--- src/rtl/div_pkg.sv ---
// Shared types and constants for the sequential RV32M divider.
package div_pkg;

    typedef enum logic [1:0] {
        DIV_OP_DIV  = 2'b00,
        DIV_OP_DIVU = 2'b01,
        DIV_OP_REM  = 2'b10,
        DIV_OP_REMU = 2'b11
    } div_op_e;

    typedef enum logic [1:0] {
        IDLE,
        RUN,
        SIGN,
        DONE
    } div_state_e;

    localparam int unsigned DIV_MAX_W = 64;

    // Most-negative two's-complement value for a w-bit word (w <= DIV_MAX_W).
    function automatic logic [DIV_MAX_W-1:0] most_neg(input int unsigned w);
        return {{(DIV_MAX_W-1){1'b0}}, 1'b1} << (w - 1);
    endfunction

endpackage

--- src/rtl/div_step.sv ---
// One restoring-division step: shift in a dividend bit, try subtracting the divisor.
module div_step #(
    parameter int unsigned WIDTH = 32
) (
    input  logic [WIDTH-1:0] rem,
    input  logic             din_bit,
    input  logic [WIDTH-1:0] divisor,
    output logic [WIDTH-1:0] rem_next,
    output logic             q_bit
);

    logic [WIDTH:0]   partial;
    logic [WIDTH+1:0] sum;
    logic             unused_hi;

    // partial - divisor as partial + ~divisor + 1; the carry out is the "no borrow" flag.
    always_comb begin
        partial  = {rem, din_bit};
        sum      = {1'b0, partial} + {1'b0, ~{1'b0, divisor}} + (WIDTH+2)'(1);
        q_bit    = sum[WIDTH+1];
        rem_next = q_bit ? sum[WIDTH-1:0] : partial[WIDTH-1:0];
    end

    assign unused_hi = sum[WIDTH] ^ partial[WIDTH];

endmodule

--- src/rtl/seq_divider.sv ---
// Multi-cycle RV32M DIV/DIVU/REM/REMU unit, one quotient bit per clock.
// Optional macro SEQ_DIV_EARLY_OUT_EN: finish in one cycle when |dividend| < |divisor|.
module seq_divider
    import div_pkg::*;
#(
    parameter int unsigned WIDTH = 32,
    parameter int unsigned CNT_W = $clog2(WIDTH)
) (
    input  logic             i_clk,
    input  logic             i_rst_n,
    input  logic             i_start,
    input  logic [1:0]       i_op,
    input  logic [WIDTH-1:0] i_rs1,
    input  logic [WIDTH-1:0] i_rs2,
    input  logic             i_flush,
    output logic             o_busy,
    output logic             o_valid,
    output logic [WIDTH-1:0] o_result
);

    localparam logic [WIDTH-1:0] MOST_NEG = WIDTH'(most_neg(WIDTH));

    div_state_e       state_q, state_d;
    div_op_e          op_in;
    logic             is_rem_q, neg_quo_q, neg_rem_q;
    logic [WIDTH-1:0] dvsr_q, rem_q, quo_q;
    logic [CNT_W-1:0] cnt_q;

    logic             is_signed, is_rem, sign_a, sign_b;
    logic             div_zero, overflow, early, special;
    logic [WIDTH-1:0] mag_a, mag_b, special_res;
    logic [WIDTH-1:0] step_rem, quo_fix, rem_fix;
    logic             step_q;

    always_comb begin
        op_in     = div_op_e'(i_op);
        is_signed = op_in inside {DIV_OP_DIV, DIV_OP_REM};
        is_rem    = op_in inside {DIV_OP_REM, DIV_OP_REMU};
        sign_a    = is_signed & i_rs1[WIDTH-1];
        sign_b    = is_signed & i_rs2[WIDTH-1];
        mag_a     = sign_a ? (~i_rs1 + WIDTH'(1)) : i_rs1;
        mag_b     = sign_b ? (~i_rs2 + WIDTH'(1)) : i_rs2;
        div_zero  = (i_rs2 == '0);
        overflow  = is_signed && (i_rs1 == MOST_NEG) && (i_rs2 == '1);
`ifdef SEQ_DIV_EARLY_OUT_EN
        early     = !div_zero && (mag_a < mag_b);
`else
        early     = 1'b0;
`endif
        special   = div_zero | overflow | early;
        if (div_zero)
            special_res = is_rem ? i_rs1 : '1;
        else if (overflow)
            special_res = is_rem ? '0 : i_rs1;
        else
            special_res = is_rem ? i_rs1 : '0;
        quo_fix   = neg_quo_q ? (~quo_q + WIDTH'(1)) : quo_q;
        rem_fix   = neg_rem_q ? (~rem_q + WIDTH'(1)) : rem_q;
    end

    div_step #(.WIDTH(WIDTH)) u_step (
        .rem      (rem_q),
        .din_bit  (quo_q[WIDTH-1]),
        .divisor  (dvsr_q),
        .rem_next (step_rem),
        .q_bit    (step_q)
    );

    always_comb begin
        state_d = state_q;
        if (i_flush) begin
            state_d = IDLE;
        end else begin
            unique case (state_q)
                IDLE:    if (i_start) state_d = special ? DONE : RUN;
                RUN:     if (cnt_q == '0) state_d = SIGN;
                SIGN:    state_d = DONE;
                DONE:    state_d = IDLE;
                default: state_d = IDLE;
            endcase
        end
    end

    // quo_q starts as the dividend magnitude and fills with quotient bits from the right.
    always_ff @(posedge i_clk or negedge i_rst_n) begin
        if (!i_rst_n) begin
            state_q   <= IDLE;
            is_rem_q  <= 1'b0;
            neg_quo_q <= 1'b0;
            neg_rem_q <= 1'b0;
            dvsr_q    <= '0;
            rem_q     <= '0;
            quo_q     <= '0;
            cnt_q     <= '0;
            o_result  <= '0;
        end else begin
            state_q <= state_d;
            if (!i_flush) begin
                unique case (state_q)
                    IDLE: if (i_start) begin
                        is_rem_q  <= is_rem;
                        neg_quo_q <= sign_a ^ sign_b;
                        neg_rem_q <= sign_a;
                        dvsr_q    <= mag_b;
                        rem_q     <= '0;
                        quo_q     <= mag_a;
                        cnt_q     <= CNT_W'(WIDTH-1);
                        if (special) o_result <= special_res;
                    end
                    RUN: begin
                        rem_q <= step_rem;
                        quo_q <= {quo_q[WIDTH-2:0], step_q};
                        cnt_q <= cnt_q - CNT_W'(1);
                    end
                    SIGN:    o_result <= is_rem_q ? rem_fix : quo_fix;
                    default: ;
                endcase
            end
        end
    end

    assign o_busy  = (state_q != IDLE);
    assign o_valid = (state_q == DONE);

endmodule

--- config.mk ---
export PLATFORM = sky130hd
export DESIGN_NAME = seq_divider
export DESIGN_NICKNAME = d
export VERILOG_FILES = /design/src/rtl/div_pkg.sv /design/src/rtl/div_step.sv /design/src/rtl/seq_divider.sv
export SDC_FILE = /design/constraint.sdc
export NUM_CORES = 1
export LEC_CHECK = 0
export BUFFER_PORTS_ARGS = -buffer_cell sky130_fd_sc_hd__buf_2
export CORE_UTILIZATION = 50
export DETAILED_ROUTE_END_ITERATION = 10
export PLACE_DENSITY_LB_ADDON = 0.15
export SYNTH_ARGS = -nofsm -noshare
export SYNTH_HDL_FRONTEND = slang
export SYNTH_SLANG_ARGS = --single-unit
--- constraint.sdc ---
create_clock -name i_clk -period 6.5 [get_ports i_clk]
set_input_delay 0.325 -clock i_clk [delete_from_list [all_inputs] [get_ports i_clk]]
set_output_delay 0.325 -clock i_clk [all_outputs]
set_load 0.01 [all_outputs]
### Word-level counts from Yosys, hierarchy flattened

Cells that the tools add are included.

* flip-flop bits (word level): 138
* bits of input ports: 70
* logic and storage cells: 77

* add/sub/neg operators: 7
* equal/unequal tests: 11
* muxes and demuxes: 25
* bitwise operators: 10
* reduce and logical (&&, ||, !) cells: 15

Operator list (count)
* $mux 32: 15
* $pmux 32 s2: 3
* $add 32x1->32 const B: 4
* $not 32->32: 4
* $eq 32x32->1 const B: 2
* $add 33x33->34: 1
* $add 34x1->34 const B: 1
* $not 32->33: 1
* $logic_not 32->1: 1
* $pmux 5 s2: 1
* $reduce_bool 2->1: 5
* $eq 2x2->1 const B: 4
* $mux 2: 4
* $pmux 2 s4: 1
* $ne 3x3->1 const B: 2
* $reduce_and 3->1: 2
* $logic_not 5->1: 1
* $mux 5: 1
* $sub 5x1->5 const B: 1
* $logic_not 2->1: 2
* $ne 2x2->1 const B: 2
* $reduce_and 4->1: 1
* $and 1x1->1: 2
* $eq 2x1->1 const B: 1
* other kinds (5): 6

### Logic depth before layout (Yosys ltp)

* depth in word-level cells: 9
* depth in mapped cells: 13
* depth with buffers taken out: 12

### By module

From an unflattened synthesis, not the netlist that was laid out.

* cell total of the unflattened synthesis: 1440
* area total of the unflattened synthesis: 11841.4 um^2

By module, submodules not included
* seq_divider: times used 1, cells an instance 1068, area each 9467.8 um^2
* div_step: times used 1, cells an instance 372, area each 2373.5 um^2

### Worst setup path after synthesis

No wires, ideal clock.

* path type: register -> register
* start: reg quo_q[31]
* end: reg rem_q[28]
* library setup time: 0.130 ns
* arrival time: 2.993 ns
* data required time: 6.370 ns
* slack: 3.377 ns
* stages on the path, launching flop included: 13
* cell sequence: dfrtp_1 > inv_1 > ha_1 > inv_1 > fa_1 > a211o_1 > a2111oi_2 > o21ai_0 > a41oi_1 > o21ai_1 > a221oi_1 > xor2_1 > o21ai_0

* longest elaborated chain between the ends: 4

Ends and longest elaborated chain
* from (decl): line seq_divider.sv:26 `logic [WIDTH-1:0] dvsr_q, rem_q, quo_q;`
* from (signal assigned): line seq_divider.sv:106 `quo_q <= mag_a;`
* from (signal assigned): line seq_divider.sv:112 `quo_q <= {quo_q[WIDTH-2:0], step_q};`
* $add 33x33->34: line div_step.sv:19 `sum = {1'b0, partial} + {1'b0, ~{1'b0, divisor}} + (WIDTH+2)'(1);`
* $add 34x1->34: line div_step.sv:19
* $mux 32: line div_step.sv:21 `rem_next = q_bit ? sum[WIDTH-1:0] : partial[WIDTH-1:0];`
* $pmux 32 s2: line seq_divider.sv:99 `unique case (state_q)`
* to (signal assigned): line seq_divider.sv:111 `rem_q <= step_rem;`
* to (decl): line seq_divider.sv:26

No other way between the ends.
A chain may end at the register's enable or synchronous reset.

### Final worst setup path

* start: reg rem_q[9]
* end: reg rem_q[15]

* longest elaborated chain between the ends: 4

Ends and longest elaborated chain (line)
* $add 33x33->34: div_step.sv:19
* $add 34x1->34: div_step.sv:19
* $mux 32: div_step.sv:21
* $pmux 32 s2: seq_divider.sv:99

No other way between the ends.

==> results.sh <==
export IMPL_cts_resizes=0
export IMPL_grt_start_max_net_pins=98
export IMPL_clock_buffer_depth=2
export IMPL_drive_above_1_share_pct=12.7
export IMPL_placement_rows=54
export IMPL_finalPower_mw=6.50
export IMPL_path_clk_slew_ns=0.06
export IMPL_yosys_most_used_dff="sky130_fd_sc_hd__dfrtp_1"
export IMPL_finalWorstPathRequiredPeriod_ns=3.94
export IMPL_outcome="complete, but fails checks"
export IMPL_seq_area_sq_mm=0.00345
export IMPL_synth_top_area_cell="sky130_fd_sc_hd__dfrtp_1"
export IMPL_fmaxAchievable_mhz=254
export IMPL_synth_edff_count=0
export IMPL_hp_class="input port to asynchronous set/reset pin"
export IMPL_reg2reg_to="rem_q[15]$_DFFE_PN0P_"
export IMPL_highest_metal_layer_with_signal_wires="met5"
export IMPL_dp_worst_setup_slack_ns=2.64
export IMPL_setup_repair_after_global_routing_missed_its_margin="false"
export IMPL_synthesis_nets=1517
export IMPL_detailed_routing_wirelength_on_met1_um=15700
export IMPL_grt_util_all_layers_pct=30.0
export IMPL_finalSetupTns_ns=0
export IMPL_clkLatencyLatePin_ns=0.44
export IMPL_post_drt_via_cell_ratio=6.04
export IMPL_initial_cell_density_of_the_core_pct=51.0
export IMPL_power_per_cell_area_mw_per_mm2=525
export IMPL_floorplan_die_area_sq_mm=0.0229
export IMPL_grt_pass1_vias=9794
export IMPL_post_synthesis_sequential_area_ratio_pct=30.9
export IMPL_fin_crit_sh_pct=60.7
export IMPL_synthesis_yosys_warnings=0
export IMPL_drt_first_iter_violations=1002
export IMPL_io_pins=104
export IMPL_grt_ovfl_total=0
export IMPL_insertedDiodeCount=0
export IMPL_number_of_h_tree_branching_levels=4
export IMPL_detailedRoute_firstPassIterationCount=5
export IMPL_routed_wl_met3_um=1700
export IMPL_final_fill_count=2078
export IMPL_multi_input_area_sq_mm=0.00714
export IMPL_post_synth_cell_area_avg_sq_um=7.96
export IMPL_ir_drop_mv=0.266
export IMPL_cts_root_buffer="sky130_fd_sc_hd__clkbuf_16"
export IMPL_timing_worst_setup_path_type="flip-flop to flip-flop"
export IMPL_maxCapViolations=0
export IMPL_detail_route_wirelength_um=33300
export IMPL_timing_max_transition_violations_final=0
export IMPL_timing_max_slew_rel_slack_pct=29.1
export IMPL_synth_register_bits=138
export IMPL_cts_sink_count=138
export IMPL_first_pass_grt_wire_length_um=52800
export IMPL_critPathLaunch="rem_q[9]$_DFFE_PN0P_"
export IMPL_required_ns=6.82
export IMPL_timing_worst_slew_pin_value_ns=1.06
export IMPL_number_of_buffer_cells_added_on_primary_ports=103
export IMPL_wl_per_cell_um=19.0
export IMPL_regToRegSetupSlack_ns=2.56
export IMPL_routability_congestion=0.957
export IMPL_num_vias=10597
export IMPL_end_point_of_the_critical_path="rem_q[15]$_DFFE_PN0P_"
export IMPL_hold_slack_ns=-0.0274
export IMPL_synth_largest_type_area_fraction_pct=30.9
export IMPL_critPathLaunchType="flip-flop"
export IMPL_synth_cell_type_count=89
export IMPL_skew_ns=0.0121
export IMPL_p_leak_nw=5.37
export IMPL_finalSetupViolations=0
export IMPL_hold_viol_final=17
export IMPL_syn2layout_area_growth_pct=10.9
export IMPL_cts_buffers=17
export IMPL_num_nets_final=1577
export IMPL_final_critical_path_setup_slack_ns=2.56
export IMPL_met2_length_um=15000
export IMPL_cp_max_fo=18
export IMPL_critical_path_arrival_ns=4.26
export IMPL_drcViolationCount=0
export IMPL_die_width_um=151
export IMPL_crit_reg2reg_launch="rem_q[9]$_DFFE_PN0P_"
export IMPL_die_height_um=151
export IMPL_sum_of_net_half_perimeters_after_detailed_placement_um=24000
export IMPL_antenna_violating_nets_post_route=0
export IMPL_async_flop_share_pct=100
export IMPL_cts_repair_timing_setup_buffer_count=0
export IMPL_antenna_violations_before_repair=1
export IMPL_worst_r2r_cell_count=10
export IMPL_endpoint_kind="flip-flop"
export IMPL_synth_cell_area_sq_mm=0.0112
export IMPL_design_core_area_sq_mm=0.0219
export IMPL_postSynthCellCount=1403
export IMPL_tritoncts="built"
export IMPL_ys_top_cells_by_area="sky130_fd_sc_hd__dfrtp_1, sky130_fd_sc_hd__o21ai_0, sky130_fd_sc_hd__xnor2_1"
export IMPL_ctsHoldBuffers=0
export IMPL_violations="hold timing"
[per-stage QoR]
stage                     utilization, %  std cells  instance area, sq um
final                               56.6       1755                 12400
after global routing                56.6       1755                 12400
after CTS                           56.6       1755                 12400
after detailed placement            54.0       1724                 11800
after global placement              54.0       1724                 11800
after floorplan                        -       1403                 11200
[logic make-up (layout without fill, tap and decap cells)]
group	count (synthesis)	in the layout	synth area share [%]
AOI/OAI and AO/OA	461	461	25.9
and+or+nand+nor	452	452	19.7
xor gates and xnor gates	143	143	11.2
buffers and inverters	142	214	5.30
DFF	138	138	30.9
adders and majority gates	44	44	5.00
muxes	23	23	2.06
[flip-flops by register name (all words and copies together), names as in the netlist]
name / cells
cnt_q: 5
dvsr_q: 32
is_rem_q: 1
neg_quo_q: 1
neg_rem_q: 1
o_result: 32
quo_q: 32
rem_q: 32
state_q: 2
[metal layers]
layer / GRT usage, % / up-vias
met5: 0 / -
met4: 11.0 / 2
met3: 4.67 / 63
met2: 46.0 / 345
met1: 42.6 / 5044
li1: - / 5143
[power by group]
group          leakage [nW]  internal (mW)  switching (mW)
logic                  3.36           1.54            2.27
clock network         0.277          0.567           0.414
registers              1.74           1.22           0.491
[cell type report]
cell class / instances / area share, %
multi-input combinational: 1123 / 57.6
sequential: 138 / 27.9
timing repair buffer: 117 / 5.06
clock buffer: 18 / 3.46
tap: 280 / 2.83
inverter: 66 / 2.00
clock inverter: 13 / 1.18
[cell usage after synthesis, types with 8 or more instances]
library cell,n
sky130_fd_sc_hd__a211oi_1,30
sky130_fd_sc_hd__a21o_1,24
sky130_fd_sc_hd__a21oi_1,112
sky130_fd_sc_hd__a31oi_1,11
sky130_fd_sc_hd__buf_2,12
sky130_fd_sc_hd__clkbuf_1,49
sky130_fd_sc_hd__dfrtp_1,138
sky130_fd_sc_hd__ha_1,43
sky130_fd_sc_hd__inv_1,64
sky130_fd_sc_hd__mux2i_1,23
sky130_fd_sc_hd__nand2_1,177
sky130_fd_sc_hd__nand2b_1,9
sky130_fd_sc_hd__nand3_1,21
sky130_fd_sc_hd__nand4_1,14
sky130_fd_sc_hd__nor2_1,111
sky130_fd_sc_hd__nor2b_1,9
sky130_fd_sc_hd__nor3_1,24
sky130_fd_sc_hd__nor4_1,12
sky130_fd_sc_hd__o211ai_1,9
sky130_fd_sc_hd__o21a_1,8
sky130_fd_sc_hd__o21ai_0,159
sky130_fd_sc_hd__o22ai_1,9
sky130_fd_sc_hd__o31ai_1,29
sky130_fd_sc_hd__o41ai_1,14
sky130_fd_sc_hd__or3_1,14
sky130_fd_sc_hd__or4_1,15
sky130_fd_sc_hd__xnor2_1,76
sky130_fd_sc_hd__xor2_1,67
[how the worst min path moves through the flow]
stage / startpoint / to / slack [ns] / depth (start not counted)
after floorplan: i_rst_n / cnt_q[0]$_DFFE_PN0P_ / 0.03 / 0
after global placement: o_result[5]$_DFFE_PN0P_ / o_result[5]$_DFFE_PN0P_ / 0.46 / 1
after detailed placement: o_result[9]$_DFFE_PN0P_ / o_result[9]$_DFFE_PN0P_ / 0.46 / 1
after CTS: i_rst_n / dvsr_q[5]$_DFFE_PN0P_ / 0.04 / 1
after global routing: i_rst_n / dvsr_q[5]$_DFFE_PN0P_ / 0.04 / 1
final: i_rst_n / dvsr_q[5]$_DFFE_PN0P_ / -0.03 / 1
[placed cells by master, fill, tap and decap left out, drive strengths merged, types with 4 or more instances in the layout]
| cell | instances |
|---|---|
| nand3 | 22 |
| o211ai | 9 |
| buf | 117 |
| nor2 | 112 |
| xor2 | 67 |
| nor4 | 16 |
| nand3b | 4 |
| nand2b | 9 |
| o22ai | 9 |
| nor2b | 9 |
| nor3 | 26 |
| nand2 | 178 |
| a21oi | 116 |
| o21ai | 166 |
| xnor2 | 76 |
| or3 | 15 |
| o41ai | 15 |
| and4 | 6 |
| or4 | 19 |
| a31oi | 11 |
| clkbuf | 18 |
| nand4 | 14 |
| o31ai | 32 |
| a32oi | 4 |
| and3 | 6 |
| mux2i | 23 |
| a21o | 24 |
| ha | 43 |
| or2 | 6 |
| clkinv | 7 |
| a211oi | 31 |
| a2111oi | 4 |
| inv | 68 |
| o21a | 9 |
| dfrtp | 138 |
[critical path, stage by stage, from the launching register on]
cell	delay (ns)
sky130_fd_sc_hd__dfrtp_1	0.46
sky130_fd_sc_hd__ha_1	0.48
sky130_fd_sc_hd__and4_1	0.27
sky130_fd_sc_hd__nand3_1	0.10
sky130_fd_sc_hd__a211oi_1	0.36
sky130_fd_sc_hd__o21ai_1	0.23
sky130_fd_sc_hd__a211oi_2	0.64
sky130_fd_sc_hd__or2_1	0.52
sky130_fd_sc_hd__buf_4	0.39
sky130_fd_sc_hd__nand2_1	0.09
sky130_fd_sc_hd__a32o_1	0.26
Power figures use the tool's default switching activity.
